<file path="src/rtl/router_wrap_vc_input_buffer.sv">
// router_wrap_vc_input_buffer
//
// Input-port buffer for a router_wrap tile. Upstream flits are stored in
// per-VC FIFOs. A round-robin arbiter presents one FIFO head to the switch
// using valid/ready. Each dequeue returns one registered credit upstream.
//
// Ports:
//   clk            tile clock
//   reset          asynchronous active-low reset
//   channel_in     {valid, vc, head, tail, data}, MSB first
//   flow_ctrl_out  {credit_valid, credit_vc}, registered, one cycle after a pop
//   flit_out_*     arbitrated first-word-fall-through flit and its handshake
//   vc_nonempty    per-VC occupancy != 0
//   error          sticky: overflow, plus framing violations when enabled
//
// Build option:
//   ROUTER_WRAP_PKT_CHECK_EN  adds per-VC head/tail framing checks on the
//                             write side. When it is undefined, error flags
//                             overflow only.
module router_wrap_vc_input_buffer #(
  parameter int unsigned DATA_WIDTH = 64,
  parameter int unsigned NUM_VCS    = 4,
  parameter int unsigned VC_IDX_W   = $clog2(NUM_VCS),
  parameter int unsigned DEPTH      = 8
) (
  input  logic                             clk,
  input  logic                             reset,
  input  logic [3+VC_IDX_W+DATA_WIDTH-1:0] channel_in,
  output logic [VC_IDX_W:0]                flow_ctrl_out,
  output logic                             flit_out_valid,
  input  logic                             flit_out_ready,
  output logic [VC_IDX_W-1:0]              flit_out_vc,
  output logic                             flit_out_head,
  output logic                             flit_out_tail,
  output logic [DATA_WIDTH-1:0]            flit_out_data,
  output logic [NUM_VCS-1:0]               vc_nonempty,
  output logic                             error
);

  localparam int unsigned PTR_W     = $clog2(DEPTH);
  localparam int unsigned CNT_W     = PTR_W + 1;
  localparam int unsigned ENTRY_W   = DATA_WIDTH + 2;
  localparam int unsigned VALID_BIT = DATA_WIDTH + 2 + VC_IDX_W;

  // StFree: the grant is re-evaluated each cycle from occupancy and the rr
  //         pointer. flit_out_valid is 0 when nothing is queued (idle).
  // StHold: a presented flit was not accepted, so its grant is pinned.
  typedef enum logic [0:0] {StFree, StHold} arb_state_e;

  // Input channel fields
  logic                  in_valid;
  logic [VC_IDX_W-1:0]   in_vc;
  logic                  in_head;
  logic                  in_tail;
  logic [DATA_WIDTH-1:0] in_data;

  assign in_valid = channel_in[VALID_BIT];
  assign in_vc    = channel_in[DATA_WIDTH+2 +: VC_IDX_W];
  assign in_head  = channel_in[DATA_WIDTH+1];
  assign in_tail  = channel_in[DATA_WIDTH];
  assign in_data  = channel_in[DATA_WIDTH-1:0];

  // FIFO storage and bookkeeping
  logic [ENTRY_W-1:0] mem_q    [NUM_VCS][DEPTH];
  logic [PTR_W-1:0]   wr_ptr_q [NUM_VCS];
  logic [PTR_W-1:0]   rd_ptr_q [NUM_VCS];
  logic [CNT_W-1:0]   cnt_q    [NUM_VCS];
  logic [CNT_W-1:0]   cnt_d    [NUM_VCS];

  logic [NUM_VCS-1:0] vc_full;
  logic [NUM_VCS-1:0] nonempty;
  logic [NUM_VCS-1:0] wr_en;
  logic [NUM_VCS-1:0] pop;
  logic               overflow;
  logic               frame_err;

  // Arbiter
  arb_state_e          state_q, state_d;
  logic [VC_IDX_W-1:0] rr_q, rr_d;
  logic [VC_IDX_W-1:0] hold_vc_q, hold_vc_d;
  logic [VC_IDX_W-1:0] arb_idx;
  logic [VC_IDX_W-1:0] arb_vc;
  logic                arb_found;
  logic                grant_valid;
  logic [VC_IDX_W-1:0] grant_vc;
  logic                handshake;
  logic [ENTRY_W-1:0]  head_entry;

  // Credit and error state
  logic [VC_IDX_W:0] credit_q, credit_d;
  logic              error_q, error_d;

  // Full is judged on the registered count, before this cycle's pop. A
  // write to a full VC is dropped even when that VC is being read.
  always_comb begin
    vc_full  = '0;
    nonempty = '0;
    wr_en    = '0;
    pop      = '0;
    for (int unsigned v = 0; v < NUM_VCS; v++) begin
      vc_full[v]  = (cnt_q[v] == CNT_W'(DEPTH));
      nonempty[v] = (cnt_q[v] != '0);
      wr_en[v]    = in_valid && (in_vc == VC_IDX_W'(v)) && !vc_full[v];
      pop[v]      = handshake && (grant_vc == VC_IDX_W'(v));
      cnt_d[v]    = cnt_q[v] + CNT_W'(wr_en[v]) - CNT_W'(pop[v]);
    end
  end

  assign overflow = in_valid && vc_full[in_vc];

  // First nonempty VC at or after the rr pointer. The index wraps
  // naturally because NUM_VCS is a power of two.
  always_comb begin
    arb_found = 1'b0;
    arb_vc    = '0;
    arb_idx   = '0;
    for (int unsigned k = 0; k < NUM_VCS; k++) begin
      arb_idx = rr_q + VC_IDX_W'(k);
      if (!arb_found && nonempty[arb_idx]) begin
        arb_found = 1'b1;
        arb_vc    = arb_idx;
      end
    end
  end

  always_comb begin
    state_d     = state_q;
    hold_vc_d   = hold_vc_q;
    grant_valid = 1'b0;
    grant_vc    = '0;
    unique case (state_q)
      StFree: begin
        grant_valid = arb_found;
        grant_vc    = arb_vc;
      end
      StHold: begin
        // The held VC cannot drain without a handshake, so it is still nonempty.
        grant_valid = 1'b1;
        grant_vc    = hold_vc_q;
      end
      default: begin
        grant_valid = 1'b0;
        grant_vc    = '0;
      end
    endcase
    if (grant_valid && !flit_out_ready) begin
      state_d   = StHold;
      hold_vc_d = grant_vc;
    end else begin
      state_d = StFree;
    end
  end

  assign handshake = grant_valid && flit_out_ready;
  assign rr_d      = handshake ? grant_vc + VC_IDX_W'(1) : rr_q;
  assign credit_d  = handshake ? {1'b1, grant_vc} : '0;
  assign error_d   = error_q | overflow | frame_err;

  // Output path: read from registered state only, with no bypass from channel_in.
  assign head_entry     = mem_q[grant_vc][rd_ptr_q[grant_vc]];
  assign flit_out_valid = grant_valid;
  assign flit_out_vc    = grant_vc;
  assign flit_out_head  = head_entry[DATA_WIDTH+1];
  assign flit_out_tail  = head_entry[DATA_WIDTH];
  assign flit_out_data  = head_entry[DATA_WIDTH-1:0];
  assign flow_ctrl_out  = credit_q;
  assign vc_nonempty    = nonempty;
  assign error          = error_q;

`ifdef ROUTER_WRAP_PKT_CHECK_EN
  logic [NUM_VCS-1:0] in_pkt_q, in_pkt_d;

  // A head is legal only outside a packet, and a body/tail flit only inside
  // one. The flag follows every presented flit, including dropped ones.
  always_comb begin
    in_pkt_d  = in_pkt_q;
    frame_err = 1'b0;
    if (in_valid) begin
      if (in_head == in_pkt_q[in_vc]) begin
        frame_err = 1'b1;
      end
      if (in_tail) begin
        in_pkt_d[in_vc] = 1'b0;
      end else if (in_head) begin
        in_pkt_d[in_vc] = 1'b1;
      end
    end
  end

  always_ff @(posedge clk or negedge reset) begin
    if (!reset) begin
      in_pkt_q <= '0;
    end else begin
      in_pkt_q <= in_pkt_d;
    end
  end
`else
  assign frame_err = 1'b0;
`endif

  // Storage needs no reset: the counts gate visibility.
  always_ff @(posedge clk) begin
    for (int unsigned v = 0; v < NUM_VCS; v++) begin
      if (wr_en[v]) begin
        mem_q[v][wr_ptr_q[v]] <= {in_head, in_tail, in_data};
      end
    end
  end

  always_ff @(posedge clk or negedge reset) begin
    if (!reset) begin
      for (int unsigned v = 0; v < NUM_VCS; v++) begin
        wr_ptr_q[v] <= '0;
        rd_ptr_q[v] <= '0;
        cnt_q[v]    <= '0;
      end
      state_q   <= StFree;
      hold_vc_q <= '0;
      rr_q      <= '0;
      credit_q  <= '0;
      error_q   <= 1'b0;
    end else begin
      for (int unsigned v = 0; v < NUM_VCS; v++) begin
        if (wr_en[v]) begin
          wr_ptr_q[v] <= wr_ptr_q[v] + PTR_W'(1);
        end
        if (pop[v]) begin
          rd_ptr_q[v] <= rd_ptr_q[v] + PTR_W'(1);
        end
        cnt_q[v] <= cnt_d[v];
      end
      state_q   <= state_d;
      hold_vc_q <= hold_vc_d;
      rr_q      <= rr_d;
      credit_q  <= credit_d;
      error_q   <= error_d;
    end
  end

endmodule

</file>
<file path="config.mk">
export PLATFORM = sky130hd
export DESIGN_NAME = router_wrap_vc_input_buffer
export DESIGN_NICKNAME = d
export VERILOG_FILES = /design/src/rtl/router_wrap_vc_input_buffer.sv
export SDC_FILE = /design/constraint.sdc
export NUM_CORES = 2
export LEC_CHECK = 0
export BUFFER_PORTS_ARGS = -buffer_cell sky130_fd_sc_hd__buf_2
export CORE_MARGIN = 2
export CORE_UTILIZATION = 45
export DETAILED_ROUTE_END_ITERATION = 12
export PLACE_DENSITY = 0.68
export SKIP_LAST_GASP = 1
export SLEW_MARGIN = 25
export SYNTH_ARGS = -nofsm -noshare
export SYNTH_HDL_FRONTEND = slang
export SYNTH_SLANG_ARGS = --single-unit
</file>
<file path="constraint.sdc">
create_clock -name clk -period 10.77 [get_ports clk]
set_input_delay 3.231 -clock clk [delete_from_list [all_inputs] [get_ports clk]]
set_output_delay 3.231 -clock clk [all_outputs]
set_load 0.02 [all_outputs]
</file>
======== Yosys cells after proc, flatten, opt, wreduce, memory -nomap -nowiden ========
Memories as Yosys holds them, arrays and structs flattened.
Index checks and enable logic that the tools add are counted.
storage, ports and cells
  bits in registers ....................... 49
  bits in writable memories ............... 2112
  bits of input ports ..................... 72
  output and inout bits ................... 77
  logic and storage cells ................. 163
  memories kept ........................... 1
cells by class
  $add $sub $neg .......................... 20
  magnitude comparators ................... 15
  equality and inequality tests ........... 10
  multiplexer cells ....................... 53
  bitwise logic cells ..................... 8
  reductions and logical operators ........ 39
memories
  memory  words  bits a word  read ports  clocked after memory_dff  write ports  RTL line  RTL
  mem_q   4      528          1           0                         1            64        logic [ENTRY_W-1:0] mem_q [NUM_VCS][DEPTH];
operators with widths
  cell                                                 count
  two-way mux 528 bit                                  10
  OR reduction 528 bit                                 3
  demux 66 bit (select 3 bit)                          4
  two-way mux 66 bit                                   6
  binary-select mux 66 bit (select 3 bit)              1
  adder 3 x 1 -> 3 bit (second input constant)         8
  logical AND 1 bit                                    22
  >= comparator 4 bit (second input constant)          5
  NOT 3 -> 4 bit                                       5
  adder 4 x 1 -> 4 bit                                 4
  equality test 4 bit (second input constant)          4
  < comparator 4 x 1 -> 1 bit (second input constant)  4
  nonzero test 4 bit                                   4
  subtractor 4 x 1 -> 4 bit                            4
  < comparator 2 x 3 -> 1 bit (second input constant)  5
  two-way mux 1 bit                                    14
  two-way mux 2 bit                                    7
  binary-select mux 1 bit (select 2 bit)               5
  two-way mux 3 bit                                    3
  equality test 2 bit (second input constant)          4
  zero test 1 bit                                      8
  binary-select mux 3 bit (select 2 bit)               1
  adder 2 x 1 -> 2 bit (second input constant)         2
  adder 2 bit (second input constant)                  2
  8 further kinds                                      10

======== Longest topological paths before layout ========
  depth in word-level cells ............... 22
  gate-level depth with buffers ........... 19
  mapped depth without buffers ............ 15

======== Least setup slack after synthesis ========
No wires, ideal clock.
  kind .................................... input -> register
  start point ............................. input port channel_in[67]
  end point ............................... memory mem_q[1][396] (netlist bit) (enable)
  library setup time ...................... 0.571 ns
  arrival ................................. 8.608 ns
  data required time ...................... 10.199 ns
  setup slack ............................. 1.591 ns
  stages .................................. 4
  buffers on the path ..................... 0
  path through ............................ nand2b_1 -> a211oi_1 -> nand2_1 -> nor3_1
between the ends
  word-level cells in the longest chain between the ends .. 9
  elaborated cells between the ends (all ways) .. 29
  classes of those cells .................. eq/ne (3); mux (14); reduce/logical (12)
ends and longest elaborated chain
  item                                                                                    RTL line  RTL
  start, declared                                                                         28        input logic [3+VC_IDX_W+DATA_WIDTH-1:0] channel_in,
  equality test 2 x 1 -> 1 bit                                                            103       wr_en[v] = in_valid && (in_vc == VC_IDX_W'(v)) && !vc_full[v];
  logical AND 1 bit (2 in a row)                                                          103
  two-way mux 1 bit                                                                       204       if (wr_en[v]) begin
  two-way mux 528 bit (implied by the code)                                               205       mem_q[v][wr_ptr_q[v]] <= {in_head, in_tail, in_data};
  OR reduction 528 bit (no line)                                                          n/a
  two-way mux 2 bit (no line) / two-way mux 528 bit (equally long branches) (3 in a row)  n/a
  end, declared                                                                           64
Parallel ways exist; a longest one is shown, timed or not.

======== Worst setup path after layout ========
  start point ............................. register cnt_q[10] (netlist bit)
  end point ............................... output port flit_out_data[62]
between the ends
  word-level cells in the longest chain between the ends .. 22
  elaborated cells between the ends (all ways) .. 32
  classes of those cells .................. mux (22); bitwise (2); reduce/logical (7); memory (1)
ends and longest elaborated chain
  item                                                       RTL line  RTL
  start, declared                                            67        logic [CNT_W-1:0] cnt_q [NUM_VCS];
  start signal, assigned by index                            230       cnt_q[v] <= cnt_d[v];
  nonzero test 4 bit (*)                                     102       nonempty[v] = (cnt_q[v] != '0);
  binary-select mux 1 bit (select 2 bit)                     119       if (!arb_found && nonempty[arb_idx]) begin
  two-way mux 1 bit (implied by the code)                    119
  two-way mux 1 bit                                          119
  zero test 1 bit                                            119
  logical AND 1 bit                                          119
  two-way mux 1 bit                                          119
  zero test 1 bit                                            119
  (+4 left out)                                              n/a
  two-way mux 2 bit (*)                                      119
  one-hot mux 2 bit (2 select lines) (*)                     131       unique case (state_q)
  NOT 2 -> 3 bit (implied by the code)                       160       assign head_entry = mem_q[grant_vc][rd_ptr_q[grant_vc]];
  binary-select mux 3 bit (select 2 bit)                     160
  two-way mux 3 bit (implied by the code) (2 in a row)       160
  NOT 3 -> 4 bit (implied by the code)                       160
  binary-select mux 66 bit (select 3 bit) (*)                160
  two-way mux 66 bit (implied by the code) (*) (2 in a row)  160
  end, declared                                              35        output logic [DATA_WIDTH-1:0] flit_out_data,
Every way passes the cells marked *; elsewhere a longest branch is shown, timed or not. The select of a mux whose other input is x is not followed.

==> out/qor.txt <==
===============================================================================
First element of the critical path                                    cnt_q[10]
Total Nets Final                                                           4148
Run status                                                         complete, no violations
Clock latency at the later pin of the worst-skew pair                   0.83 ns
Critical path fanouts, max                                                  108
Data arrival time of the worst path                                     6.48 ns
Congestion Overflow GR                                                        0
Final HPWL DP                                                         103000 um
Pin count of the biggest net entering global routing                        163
DP Worst Slack                                                          1.75 ns
Number of max-cap violations                                                  0
Seq cells post-synth                                                       2161
Number of pins with negative max-slew slack in the final report               0
Summed instance area of the synthesized netlist                      83800 um^2
Post-Route Skew                                                       0.0352 ns
Power, Total                                                            25.2 mW
Post-DR wirelength/cell                                                 31.0 um
Commonest cells in the synthesized netlist                         sky130_fd_sc_hd__edfxtp_1, sky130_fd_sc_hd__mux4_2, sky130_fd_sc_hd__buf_2, sky130_fd_sc_hd__nand2_1, sky130_fd_sc_hd__a21oi_1
Synth top area cells                                               sky130_fd_sc_hd__edfxtp_1, sky130_fd_sc_hd__mux4_2, sky130_fd_sc_hd__dfrtp_1
Root Driver                                                        sky130_fd_sc_hd__clkbuf_16
CTS sink count                                                             2161
Hold Crit Start                                                           error
TritonCTS clock tree                                                      built
Width of the die                                                         435 um
Critical setup path kind                                           flop to primary output
RSZ-0062 raised after global routing                                      false
Via Count                                                                 40700
Area of the core                                                    185000 um^2
Fin crit share                                                            90.2%
Commonest register cell after synthesis                            sky130_fd_sc_hd__edfxtp_1
WL final                                                              208000 um
Relative slew slack                                                       25.5%
Number of buffers inserted during clock tree synthesis                      207
Synth warn                                                                    0
Die Span Y                                                               435 um
Summed area of non-filler cells in the final layout                  94000 um^2
Post-synth top area share                                                 75.7%
Standby leakage power                                                   29.7 nW
Power density relative to cell area                                 269 nW/um^2
Clock-pin transition on the worst setup and hold timing paths           0.07 ns
Number of buffers on the longest clock path                                   3
All-layer global routing usage                                            21.7%
Final weighted congestion in routability-driven placement                 0.765
Post-synthesis cell count                                                  3804
Number of nets still failing antenna checks after routing                     0
Min Clock Period, post-route                                            9.71 ns
Layout cell share with drive strength beyond 1                            27.7%
Via-per-instance ratio                                                     6.09
Total die area                                                      190000 um^2
Sum of negative setup slack                                                0 ns
Initial standard-cell utilization of the core                             45.2%
Setup repair bufs after CTS                                                   0
Top cell type by total area after synthesis                        sky130_fd_sc_hd__edfxtp_1
Count of port buffers added during placement                                148
Num rows                                                                    158
Most common cell in the synthesized netlist                        sky130_fd_sc_hd__edfxtp_1
Category of the worst setup path launch point                              flop
Slack of the critical path                                              1.06 ns
EDFF count, synth                                                          2112
Fin. Hold Viols                                                               0
Hold crit path type                                                flop to flop
Measured slew at the worst slew-check pin                               1.12 ns
Worst VDD drop                                                       0.000373 V
Number of detailed-routing iterations run before antenna repair               5
Wire length of the first global-routing pass                          295000 um
Total of endpoints with negative setup slack in the final report              0
Cell area after placement                                            87600 um^2
Count of different cell masters after synthesis                              49
Critical R2R Launch                                                    cnt_q[2]
CP Data Required Time                                                   7.54 ns
Post-cts repair resize count                                                  0
Via count of the first global-routing pass                                40900
Fraction of registers with async set or reset after synthesis             2.27%
Average footprint of a synthesized cell                               22.0 um^2
H-Tree Depth                                                                  4
Area added between synthesis and finish                                   12.2%
Seq/Total Area, Yosys                                                     77.2%
Initial DRC count                                                          5034
Initial antenna violation count                                              22
DRC violations left                                                           0
Number of hold-repair buffers added at the cts stage                          0
Number of top-level pins                                                    149
Maximum operating frequency                                           0.103 GHz
Kind of end point of the critical path                             primary output
Net Count, Synth                                                           3912
===============================================================================
[cells in the final DEF (no fill, tap or decap), drive strengths merged, types with 3 or more instances in the layout]
cell / count
mux2: 92
diode: 5
clkinvlp: 3
a21oi: 96
nor3b: 4
nand2: 119
mux2i: 44
clkbuf: 264
mux4: 530
nand3: 92
clkinv: 92
nand2b: 15
buf: 236
o2111ai: 4
nor2: 35
o211ai: 50
nor3: 15
inv: 53
a22oi: 45
ha: 32
bufinv: 9
xnor2: 14
dfrtp: 49
edfxtp: 2112
fa: 4
o211a: 5
a21o: 49
or4: 23
xor2: 10
o21ai: 97
a211oi: 5
[sequential cells by signal, indices dropped and copies added (netlist names)]
register,count
hold_vc_q,2
state_q,1
flow_ctrl_out,3
error,1
rr_q,2
cnt_q,16
mem_q,2112
rd_ptr_q,12
wr_ptr_q,12
[final timing paths]
path,slack (ns),cells past startpoint,end
min in group asynchronous,2.52,2,flow_ctrl_out[1]
worst min register to register,0.46,1,error
worst min-delay path,0.46,1,error
worst max-delay path,1.06,13,flit_out_data[62]
worst max register to register,6.61,13,cnt_q[5]
max in group asynchronous,7.79,2,wr_ptr_q[8]
[layout make-up]
| type | instances | area, um^2 |
|---|---|---|
| multi-input combinational | 1389 | 18200 |
| timing repair buffer | 236 | 1580 |
| sequential | 2161 | 64600 |
| tap | 2480 | 3100 |
| fill | 14400 | 91300 |
| clock buffer | 264 | 5460 |
| clock inverter | 112 | 836 |
| antenna | 5 | 12.5 |
| inverter | 45 | 176 |
[per-stage QoR]
stage / cells / utilization, % / hold slack, ns
3_5_place_dp: 6311 / 47.3 / 0.449
4_1_cts: 6687 / 50.7 / 0.463
2_1_floorplan: 3804 / - / 0.444
5_1_grt: 6690 / 50.7 / 0.489
6_report: 6692 / 50.7 / 0.460
3_3_place_gp: 6310 / 47.3 / 0.448
[worst max-delay path: stages, from the launching register on]
cell                       delay (ns)
sky130_fd_sc_hd__dfrtp_1         0.36
sky130_fd_sc_hd__inv_1           0.09
sky130_fd_sc_hd__ha_1            0.15
sky130_fd_sc_hd__nor3b_4         0.30
sky130_fd_sc_hd__inv_2           0.09
sky130_fd_sc_hd__nor4b_1         0.36
sky130_fd_sc_hd__a211o_1         0.26
sky130_fd_sc_hd__o211ai_2        0.19
sky130_fd_sc_hd__inv_8           0.64
sky130_fd_sc_hd__mux4_4          1.16
sky130_fd_sc_hd__nand3_4         0.94
sky130_fd_sc_hd__a21o_1          0.44
sky130_fd_sc_hd__o211ai_1        0.29
sky130_fd_sc_hd__buf_2           0.29
[layer usage]
metal / up-vias / GRT usage, % / routed length (um)
met1: 21900 / 29.6 / 80000
met2: 1961 / 35.7 / 103000
met4: 16 / 7.07 / 6390
li1: 16400 / - / -
met3: 355 / 3.98 / 17800
met5: - / 0 / 96
[power by group]
part | total, mW | internal (mW) | switching [mW]
clock network | 6.84 | 3.78 | 3.06
registers | 9.80 | 9.65 | 0.150
logic | 8.59 | 3.25 | 5.34
[cells by family (layout without fill, tap and decap cells)]
| kind of cell | count (synthesis) | count (layout) | synth area share [%] |
|---|---|---|---|
| compound gates | 355 | 355 | 2.69 |
| buf+inv | 254 | 657 | 1.53 |
| fa+ha+maj | 36 | 36 | 0.573 |
| flops | 2161 | 2161 | 77.2 |
| simple gates | 308 | 308 | 1.76 |
| mux | 666 | 666 | 16.0 |
| xor+xnor | 24 | 24 | 0.251 |
| other cells | 0 | 5 | 0 |
Note: power is estimated with default switching activity, not from simulation.
